==> src/rtl/simple_isa_pkg.sv <==
// Shared ISA constants for the fetch and decode stages: bubble word, halt opcode,
// instruction class fields and ALU select codes.
package simple_isa_pkg;

    localparam int          ISA_PC_W    = 16;
    localparam logic [15:0] NOP_WORD    = 16'hC0E0;
    localparam logic [3:0]  HLT_WORD_OP = 4'b1111;

    localparam logic [1:0]  CLS_ARITH   = 2'b11;
    localparam logic [1:0]  CLS_IMM_BR  = 2'b10;
    localparam logic [1:0]  CLS_LOAD    = 2'b00;
    localparam logic [1:0]  CLS_STORE   = 2'b01;

    typedef enum logic [3:0] {
        ALU_ADD = 4'b0000,
        ALU_SUB = 4'b0001,
        ALU_AND = 4'b0010,
        ALU_OR  = 4'b0011,
        ALU_XOR = 4'b0100,
        ALU_SHL = 4'b0101,
        ALU_SHR = 4'b0110,
        ALU_MOV = 4'b0111,
        ALU_NOP = 4'b1110,
        ALU_HLT = 4'b1111
    } alu_sel_e;

    typedef enum logic {
        ST_RUN  = 1'b0,
        ST_HALT = 1'b1
    } fetch_state_e;

endpackage

==> src/rtl/fetch_unit_cmd_history.sv <==
// Three-deep instruction history feeding the decoder, with hold (no shift)
// and flush (squash the two youngest entries) controls.
module cmd_history
    import simple_isa_pkg::*;
#(
    parameter int              PC_W     = 16,
    parameter logic [15:0]     NOP_W    = NOP_WORD,
    parameter logic [PC_W-1:0] RESET_PC = '0
) (
    input  logic            clk,
    input  logic            rst_n,
    input  logic            shift_en,
    input  logic            flush,
    input  logic [15:0]     in_word,
    input  logic [PC_W-1:0] in_pc,
    output logic [15:0]     command,
    output logic [15:0]     before_command,
    output logic [15:0]     two_before_command,
    output logic [PC_W-1:0] cmd_pc
);

    logic [15:0]     cmd_q, before_q, two_before_q;
    logic [15:0]     cmd_d, before_d, two_before_d;
    logic [PC_W-1:0] cmd_pc_q, cmd_pc_d;

    always_comb begin
        cmd_d        = cmd_q;
        before_d     = before_q;
        two_before_d = two_before_q;
        cmd_pc_d     = cmd_pc_q;
        if (flush) begin
            // The older word survives into the oldest slot; both younger ones are squashed.
            two_before_d = before_q;
            before_d     = NOP_W;
            cmd_d        = NOP_W;
            cmd_pc_d     = RESET_PC;
        end else if (shift_en) begin
            two_before_d = before_q;
            before_d     = cmd_q;
            cmd_d        = in_word;
            cmd_pc_d     = in_pc;
        end
    end

    always_ff @(posedge clk or negedge rst_n) begin
        if (!rst_n) begin
            cmd_q        <= NOP_W;
            before_q     <= NOP_W;
            two_before_q <= NOP_W;
            cmd_pc_q     <= RESET_PC;
        end else begin
            cmd_q        <= cmd_d;
            before_q     <= before_d;
            two_before_q <= two_before_d;
            cmd_pc_q     <= cmd_pc_d;
        end
    end

    assign command            = cmd_q;
    assign before_command     = before_q;
    assign two_before_command = two_before_q;
    assign cmd_pc             = cmd_pc_q;

endmodule

==> src/rtl/fetch_unit.sv <==
// Instruction fetch stage: PC sequencing against a 1-cycle synchronous ROM,
// one-entry skid buffer for stalls, branch redirect/flush and HLT freeze.
module fetch_unit
    import simple_isa_pkg::*;
#(
    parameter int              PC_W        = 16,
    parameter logic [PC_W-1:0] RESET_PC    = '0,
    parameter logic [15:0]     NOP_W       = NOP_WORD,
    parameter logic [3:0]      HLT_OP      = HLT_WORD_OP
) (
    input  logic            clk,
    input  logic            rst_n,
    output logic [PC_W-1:0] imem_addr,
    input  logic [15:0]     imem_rdata,
    input  logic            stall,
    input  logic            redirect,
    input  logic [PC_W-1:0] redirect_pc,
    output logic [15:0]     COMMAND,
    output logic [15:0]     BeforeCOMMAND,
    output logic [15:0]     TwoBeforeCOMMAND,
    output logic [PC_W-1:0] cmd_pc,
    output logic            halted
);

    fetch_state_e    state_q, state_d;
    logic [PC_W-1:0] pc_q, pc_d;
    logic            inflight_valid_q, inflight_valid_d;
    logic [PC_W-1:0] inflight_pc_q, inflight_pc_d;
    logic            hold_valid_q, hold_valid_d;
    logic [15:0]     hold_word_q, hold_word_d;
    logic [PC_W-1:0] hold_pc_q, hold_pc_d;

    logic [15:0]     src_word;
    logic [PC_W-1:0] src_pc;
    logic            src_is_hlt;
    logic            shift_en, flush;

    // Skid buffer has priority: it holds the older word captured during a stall.
    always_comb begin
        src_word = NOP_W;
        src_pc   = RESET_PC;
        if (hold_valid_q) begin
            src_word = hold_word_q;
            src_pc   = hold_pc_q;
        end else if (inflight_valid_q) begin
            src_word = imem_rdata;
            src_pc   = inflight_pc_q;
        end
    end

    assign src_is_hlt = (src_word[15:14] == CLS_ARITH) && (src_word[7:4] == HLT_OP);

    always_ff @(posedge clk or negedge rst_n) begin
        if (!rst_n) state_q <= ST_RUN;
        else        state_q <= state_d;
    end

    always_comb begin
        state_d = state_q;
        if (redirect)
            state_d = ST_RUN;
        else if (state_q == ST_RUN && !stall && src_is_hlt)
            state_d = ST_HALT;
    end

    always_comb begin
        halted = (state_q == ST_HALT);
    end

    always_comb begin
        pc_d             = pc_q;
        inflight_valid_d = inflight_valid_q;
        inflight_pc_d    = inflight_pc_q;
        hold_valid_d     = hold_valid_q;
        hold_word_d      = hold_word_q;
        hold_pc_d        = hold_pc_q;
        shift_en         = 1'b0;
        flush            = 1'b0;
        if (redirect) begin
            pc_d             = redirect_pc;
            inflight_valid_d = 1'b0;
            hold_valid_d     = 1'b0;
            flush            = 1'b1;
        end else if (state_q == ST_RUN) begin
            if (stall) begin
                if (inflight_valid_q && !hold_valid_q) begin
                    hold_valid_d = 1'b1;
                    hold_word_d  = imem_rdata;
                    hold_pc_d    = inflight_pc_q;
                end
                inflight_valid_d = 1'b0;
            end else begin
                shift_en     = 1'b1;
                hold_valid_d = 1'b0;
                if (src_is_hlt) begin
                    inflight_valid_d = 1'b0;
                end else begin
                    // pc_q already points past any buffered word, so re-request it directly.
                    pc_d             = pc_q + PC_W'(1);
                    inflight_valid_d = 1'b1;
                    inflight_pc_d    = pc_q;
                end
            end
        end else begin
            shift_en = !stall;
        end
    end

    always_ff @(posedge clk or negedge rst_n) begin
        if (!rst_n) begin
            pc_q             <= RESET_PC;
            inflight_valid_q <= 1'b0;
            inflight_pc_q    <= RESET_PC;
            hold_valid_q     <= 1'b0;
            hold_word_q      <= NOP_W;
            hold_pc_q        <= RESET_PC;
        end else begin
            pc_q             <= pc_d;
            inflight_valid_q <= inflight_valid_d;
            inflight_pc_q    <= inflight_pc_d;
            hold_valid_q     <= hold_valid_d;
            hold_word_q      <= hold_word_d;
            hold_pc_q        <= hold_pc_d;
        end
    end

    assign imem_addr = pc_q;

    cmd_history #(
        .PC_W     (PC_W),
        .NOP_W    (NOP_W),
        .RESET_PC (RESET_PC)
    ) u_cmd_history (
        .clk                (clk),
        .rst_n              (rst_n),
        .shift_en           (shift_en),
        .flush              (flush),
        .in_word            (src_word),
        .in_pc              (src_pc),
        .command            (COMMAND),
        .before_command     (BeforeCOMMAND),
        .two_before_command (TwoBeforeCOMMAND),
        .cmd_pc             (cmd_pc)
    );

endmodule

==> config.mk <==
export PLATFORM = sky130hd
export DESIGN_NAME = fetch_unit
export DESIGN_NICKNAME = d
export VERILOG_FILES = /design/src/rtl/simple_isa_pkg.sv /design/src/rtl/fetch_unit_cmd_history.sv /design/src/rtl/fetch_unit.sv
export SDC_FILE = /design/constraint.sdc
export NUM_CORES = 1
export LEC_CHECK = 0
export ABC_AREA = 1
export CORE_MARGIN = 3
export CORE_UTILIZATION = 57
export CTS_CLUSTER_SIZE = 25
export DETAILED_ROUTE_END_ITERATION = 8
export DONT_BUFFER_PORTS = 1
export PLACE_DENSITY = 0.75
export SLEW_MARGIN = 10
export SYNTH_ARGS = -nofsm -noshare
export SYNTH_HDL_FRONTEND = slang
export SYNTH_SLANG_ARGS = --single-unit
==> constraint.sdc <==
create_clock -name clk -period 1.4 [get_ports clk]
set_input_delay 0.35 -clock clk [delete_from_list [all_inputs] [get_ports clk]]
set_output_delay 0.35 -clock clk [all_outputs]
set_load 0.02 [all_outputs]
==> results.sh <==
export IMPL_max_cap_violations=0
export IMPL_overall_routing_resource_usage_pct=28.80
export IMPL_syn_mean_instance_area_sq_um=9.474
export IMPL_tritoncts_clock_tree="done"
export IMPL_grt_first_pass_wirelength_microns=25510
export IMPL_critical_path_required_ns=1.81
export IMPL_sequential_to_total_area_share_from_yosys_stat_pct=57.16
export IMPL_viasPerCell=6.023
export IMPL_p_per_area_mw_per_mm2=1474
export IMPL_routed_via_count=5029
export IMPL_pin_count_of_the_biggest_net_entering_global_routing=132
export IMPL_p_int_mw=7.942
export IMPL_syn_inst=610
export IMPL_place_ws_ns=-0.1857
export IMPL_htreeDepth=4
export IMPL_ant_nets=0
export IMPL_filler_instances=627
export IMPL_fin_util_pct=77.17
export IMPL_cts_hold_repair_buffers=16
export IMPL_critical_path_startpoint_type="flop"
export IMPL_ios=117
export IMPL_number_of_failing_setup_endpoints_in_the_final_timing_report=96
export IMPL_timing_hold_worst_class="input port to asynchronous set/reset pin"
export IMPL_detail_route_drc_violations=0
export IMPL_antenna_cells=0
export IMPL_tritoncts_sink_count=131
export IMPL_post_route_cells_drive_above_1_share_pct=30.06
export IMPL_post_route_cell_area_sq_mm=0.007577
export IMPL_min_period_over_period_pct=121.3
export IMPL_drt_pass1_iterations=6
export IMPL_io_buffer_count=0
export IMPL_drt_iter0_drc=550
export IMPL_clock_root_buffer="sky130_fd_sc_hd__clkbuf_8"
export IMPL_vdd_ir_drop_worst_mv=0.8471
export IMPL_postPlaceCellArea_sq_mm=0.006197
export IMPL_critical_path_max_stage_delay_ns=0.48
export IMPL_number_of_antenna_violations_at_the_first_check_in_global_routing=0
export IMPL_cp_max_fo=8
export IMPL_wirelength_microns=16850
export IMPL_critical_path_top_delay_family="simple AND/OR/NAND/NOR gates"
export IMPL_power_leakage_nw=3.514
export IMPL_path_buf_inv=4
export IMPL_timing_critical_path_to_type="flop"
export IMPL_critical_path_slowest_cell="sky130_fd_sc_hd__dfrtp_2"
export IMPL_finalHoldWorstSlack_ns=-0.4843
export IMPL_worst_pin_slew_ns=0.5109
export IMPL_status="finished, violations left"
export IMPL_routedWlPerCell_microns=20.18
export IMPL_clock_tree_buffer_depth=2
export IMPL_switching_power_mw=3.226
export IMPL_timing_final_max_slew_violations=0
export IMPL_place_detailed_hpwl_microns=9198
export IMPL_placeableCoreArea_sq_mm=0.009819
export IMPL_final_setup_worst_slack_ns=-0.2975
export IMPL_final_net_count=726
export IMPL_p_sw_share_pct=28.89
export IMPL_fp_dieArea_sq_mm=0.01138
export IMPL_clkTransAtPathRegs_ns=0.06
export IMPL_slew_limit_headroom_pct=65.94
export IMPL_grt_ovfl_total=0
export IMPL_comb_power_share_pct=18.2
export IMPL_synth_seq_cells=131
export IMPL_ys_warnings_count=0
export IMPL_report_final_hold_viol_count=131
export IMPL_worst_ep_arrival_time_ns=2.11
export IMPL_y_dimension_of_the_die_microns=106.7
export IMPL_tritoncts_num_buffers=17
export IMPL_clockPowerShare_pct=37.8
export IMPL_die_width_microns=106.7
export IMPL_setup_repair_after_global_routing_missed_its_margin="true"
export IMPL_final_period_minus_worst_setup_slack_ns=1.698
export IMPL_power_frac_seq_pct=44.0
export IMPL_gpl_final_weighted_congestion=0.8971
export IMPL_area_growth_pct=31.11
export IMPL_rows=36
export IMPL_max_freq_mhz=589.1
export IMPL_insertion_delay_ns=0.53
export IMPL_finalClockSkew_ns=0.008956
export IMPL_first_global_vias=4894
export IMPL_post_synth_num_cell_types=31
export IMPL_criticalPathCategory="flop to flop"
export IMPL_post_synthesis_cell_area_sq_mm=0.005779
export IMPL_failing_checks="negative hold slack, negative setup slack"
export IMPL_floorplan_initialDensity_pct=58.86
export IMPL_critical_path_cell_chain="inv_2 > buf_12 > nand3_4 > nand2_2 > nor2_4 > nand3_4 > nand2_4 > buf_12 > buf_16 > nand3_1 > nand2_1"
export IMPL_synth_net_count=647
-- Yosys cell counts --
master / instances / share of area, %
sky130_fd_sc_hd__a21o_1: 2 / 0.26
sky130_fd_sc_hd__o21bai_1: 2 / 0.26
sky130_fd_sc_hd__xnor2_1: 4 / 0.61
sky130_fd_sc_hd__xor2_1: 1 / 0.15
sky130_fd_sc_hd__nand2_4: 2 / 0.39
sky130_fd_sc_hd__dfrtp_1: 111 / 48
sky130_fd_sc_hd__nor2_4: 1 / 0.19
sky130_fd_sc_hd__a22oi_1: 33 / 4.3
sky130_fd_sc_hd__o21ai_0: 45 / 3.9
sky130_fd_sc_hd__a21oi_1: 4 / 0.35
sky130_fd_sc_hd__o21a_1: 1 / 0.13
sky130_fd_sc_hd__o31ai_1: 1 / 0.13
sky130_fd_sc_hd__nand3b_1: 1 / 0.13
sky130_fd_sc_hd__inv_1: 52 / 3.4
sky130_fd_sc_hd__ha_1: 1 / 0.22
sky130_fd_sc_hd__buf_6: 1 / 0.19
sky130_fd_sc_hd__or2_0: 1 / 0.11
sky130_fd_sc_hd__clkbuf_1: 24 / 1.6
sky130_fd_sc_hd__mux2_2: 26 / 5.1
sky130_fd_sc_hd__inv_2: 1 / 0.065
sky130_fd_sc_hd__dfstp_2: 20 / 9.1
sky130_fd_sc_hd__o22ai_1: 22 / 2.4
sky130_fd_sc_hd__buf_2: 6 / 0.52
sky130_fd_sc_hd__nand4_1: 20 / 2.2
sky130_fd_sc_hd__nor2_2: 5 / 0.54
sky130_fd_sc_hd__buf_1: 1 / 0.065
sky130_fd_sc_hd__nand3_4: 2 / 0.61
sky130_fd_sc_hd__nand2_1: 165 / 11
sky130_fd_sc_hd__buf_4: 2 / 0.26
sky130_fd_sc_hd__nor2_1: 17 / 1.1
sky130_fd_sc_hd__nand3_1: 36 / 3.1
-- power groups by stage --
| stage | Clock (mW) | Sequential [mW] | Combinational (mW) |
|---|---|---|---|
| 3_5_place_dp | 0 | 4.93 | 1.47 |
| 6_report | 4.22 | 4.91 | 2.03 |
| 3_3_place_gp | 0 | 4.88 | 1.41 |
| 5_1_grt | 4.44 | 4.98 | 2.19 |
| 2_1_floorplan | 0 | 4.95 | 0.920 |
| 4_1_cts | 4.26 | 4.88 | 1.82 |
-- per-layer routing --
| metal | track usage (%) | wire length, microns |
|---|---|---|
| met4 | 8.950 | 477 |
| met5 | 0 | 0 |
| met3 | 10.30 | 1796 |
| met2 | 43.88 | 7915 |
| met1 | 39.00 | 6663 |
-- cell type report --
cell class	instances	area (sq um)	share of cell area (%)
inverters	53	198.9	2.625
multi-input cells	395	2375	31.34
clock inverters	13	136.4	1.800
repair buffers	91	960.9	12.68
flip-flops and latches	131	3308	43.66
clock buffers	19	431.7	5.697
well taps	133	166.4	2.196
-- cell usage in the layout, fill, tap and decap left out, types with 5 or more instances in the layout --
cell type | Yosys | layout
sky130_fd_sc_hd__dlygate4sd3_1 | 0 | 16
sky130_fd_sc_hd__o21ai_1 | 0 | 5
sky130_fd_sc_hd__nand2_1 | 165 | 139
sky130_fd_sc_hd__nand3_4 | 2 | 7
sky130_fd_sc_hd__dfstp_2 | 20 | 20
sky130_fd_sc_hd__dfrtp_1 | 111 | 107
sky130_fd_sc_hd__buf_6 | 1 | 18
sky130_fd_sc_hd__mux2_2 | 26 | 26
sky130_fd_sc_hd__nor2_4 | 1 | 6
sky130_fd_sc_hd__nand3_1 | 36 | 25
sky130_fd_sc_hd__o21ai_0 | 45 | 40
sky130_fd_sc_hd__buf_4 | 2 | 45
sky130_fd_sc_hd__nand3_2 | 0 | 7
sky130_fd_sc_hd__buf_12 | 0 | 7
sky130_fd_sc_hd__a22oi_1 | 33 | 32
sky130_fd_sc_hd__nand4_1 | 20 | 20
sky130_fd_sc_hd__nand2_2 | 0 | 24
sky130_fd_sc_hd__o22ai_1 | 22 | 22
sky130_fd_sc_hd__clkbuf_16 | 0 | 18
sky130_fd_sc_hd__inv_1 | 52 | 51
sky130_fd_sc_hd__nor2_1 | 17 | 15
-- timing repair --
action                                 4_1_cts  5_1_grt
setup endpoints to repair                   91       95
gates cloned                                 4        3
buffers inserted                            21        7
pin swaps                                   16       17
resized for setup                           48       33
endpoints found under the hold margin      147      131
-- state kept, by name, summed over array words and instances (netlist names) --
| signal | flops |
|---|---|
| u_cmd_history.two_before_command | 16 |
| halted | 1 |
| imem_addr | 16 |
| hold_valid_q | 1 |
| hold_pc_q | 16 |
| u_cmd_history.cmd_pc | 16 |
| u_cmd_history.command | 16 |
| inflight_valid_q | 1 |
| hold_word_q | 16 |
| inflight_pc_q | 16 |
| u_cmd_history.before_command | 16 |
-- cell families (layout without fill, tap and decap cells) --
kind of cell,after synthesis,count (layout),share of synthesized area [%]
compound gates,110,110,11.69
xor+xnor,5,5,0.7577
fa+ha+maj,1,1,0.2165
buf+inv,87,176,6.040
flops,131,131,57.16
mux,26,26,5.066
simple gates,250,253,19.07
-- path summary, 6_finish.rpt --
kind,start,to,slack [ns],cells after the start
worst max-delay path,hold_valid_q,imem_addr[3],-0.30,11
worst min-delay path,rst_n,u_cmd_history.two_before_command[8],-0.48,0
worst max register to register,hold_valid_q,imem_addr[3],-0.30,11
worst min register to register,hold_word_q[7],hold_word_q[7],0.47,2
max in group asynchronous,rst_n,u_cmd_history.two_before_command[7],1.59,0
min in group clk,imem_rdata[12],u_cmd_history.command[12],0.04,2
-- through the flow --
step                std cells  total power, mW  setup TNS, ns  hold WS [ns]
global route              835            11.60         -16.82       -0.5140
detailed placement        752            6.407         -5.304       0.05722
floorplan                 610            5.866         -1.773       0.05441
global placement          752            6.290         -3.291       0.05710
CTS                       825            10.95         -7.314       -0.5115
finish                    835            11.17         -12.38       -0.4843
(Power assumes the default switching activity.)
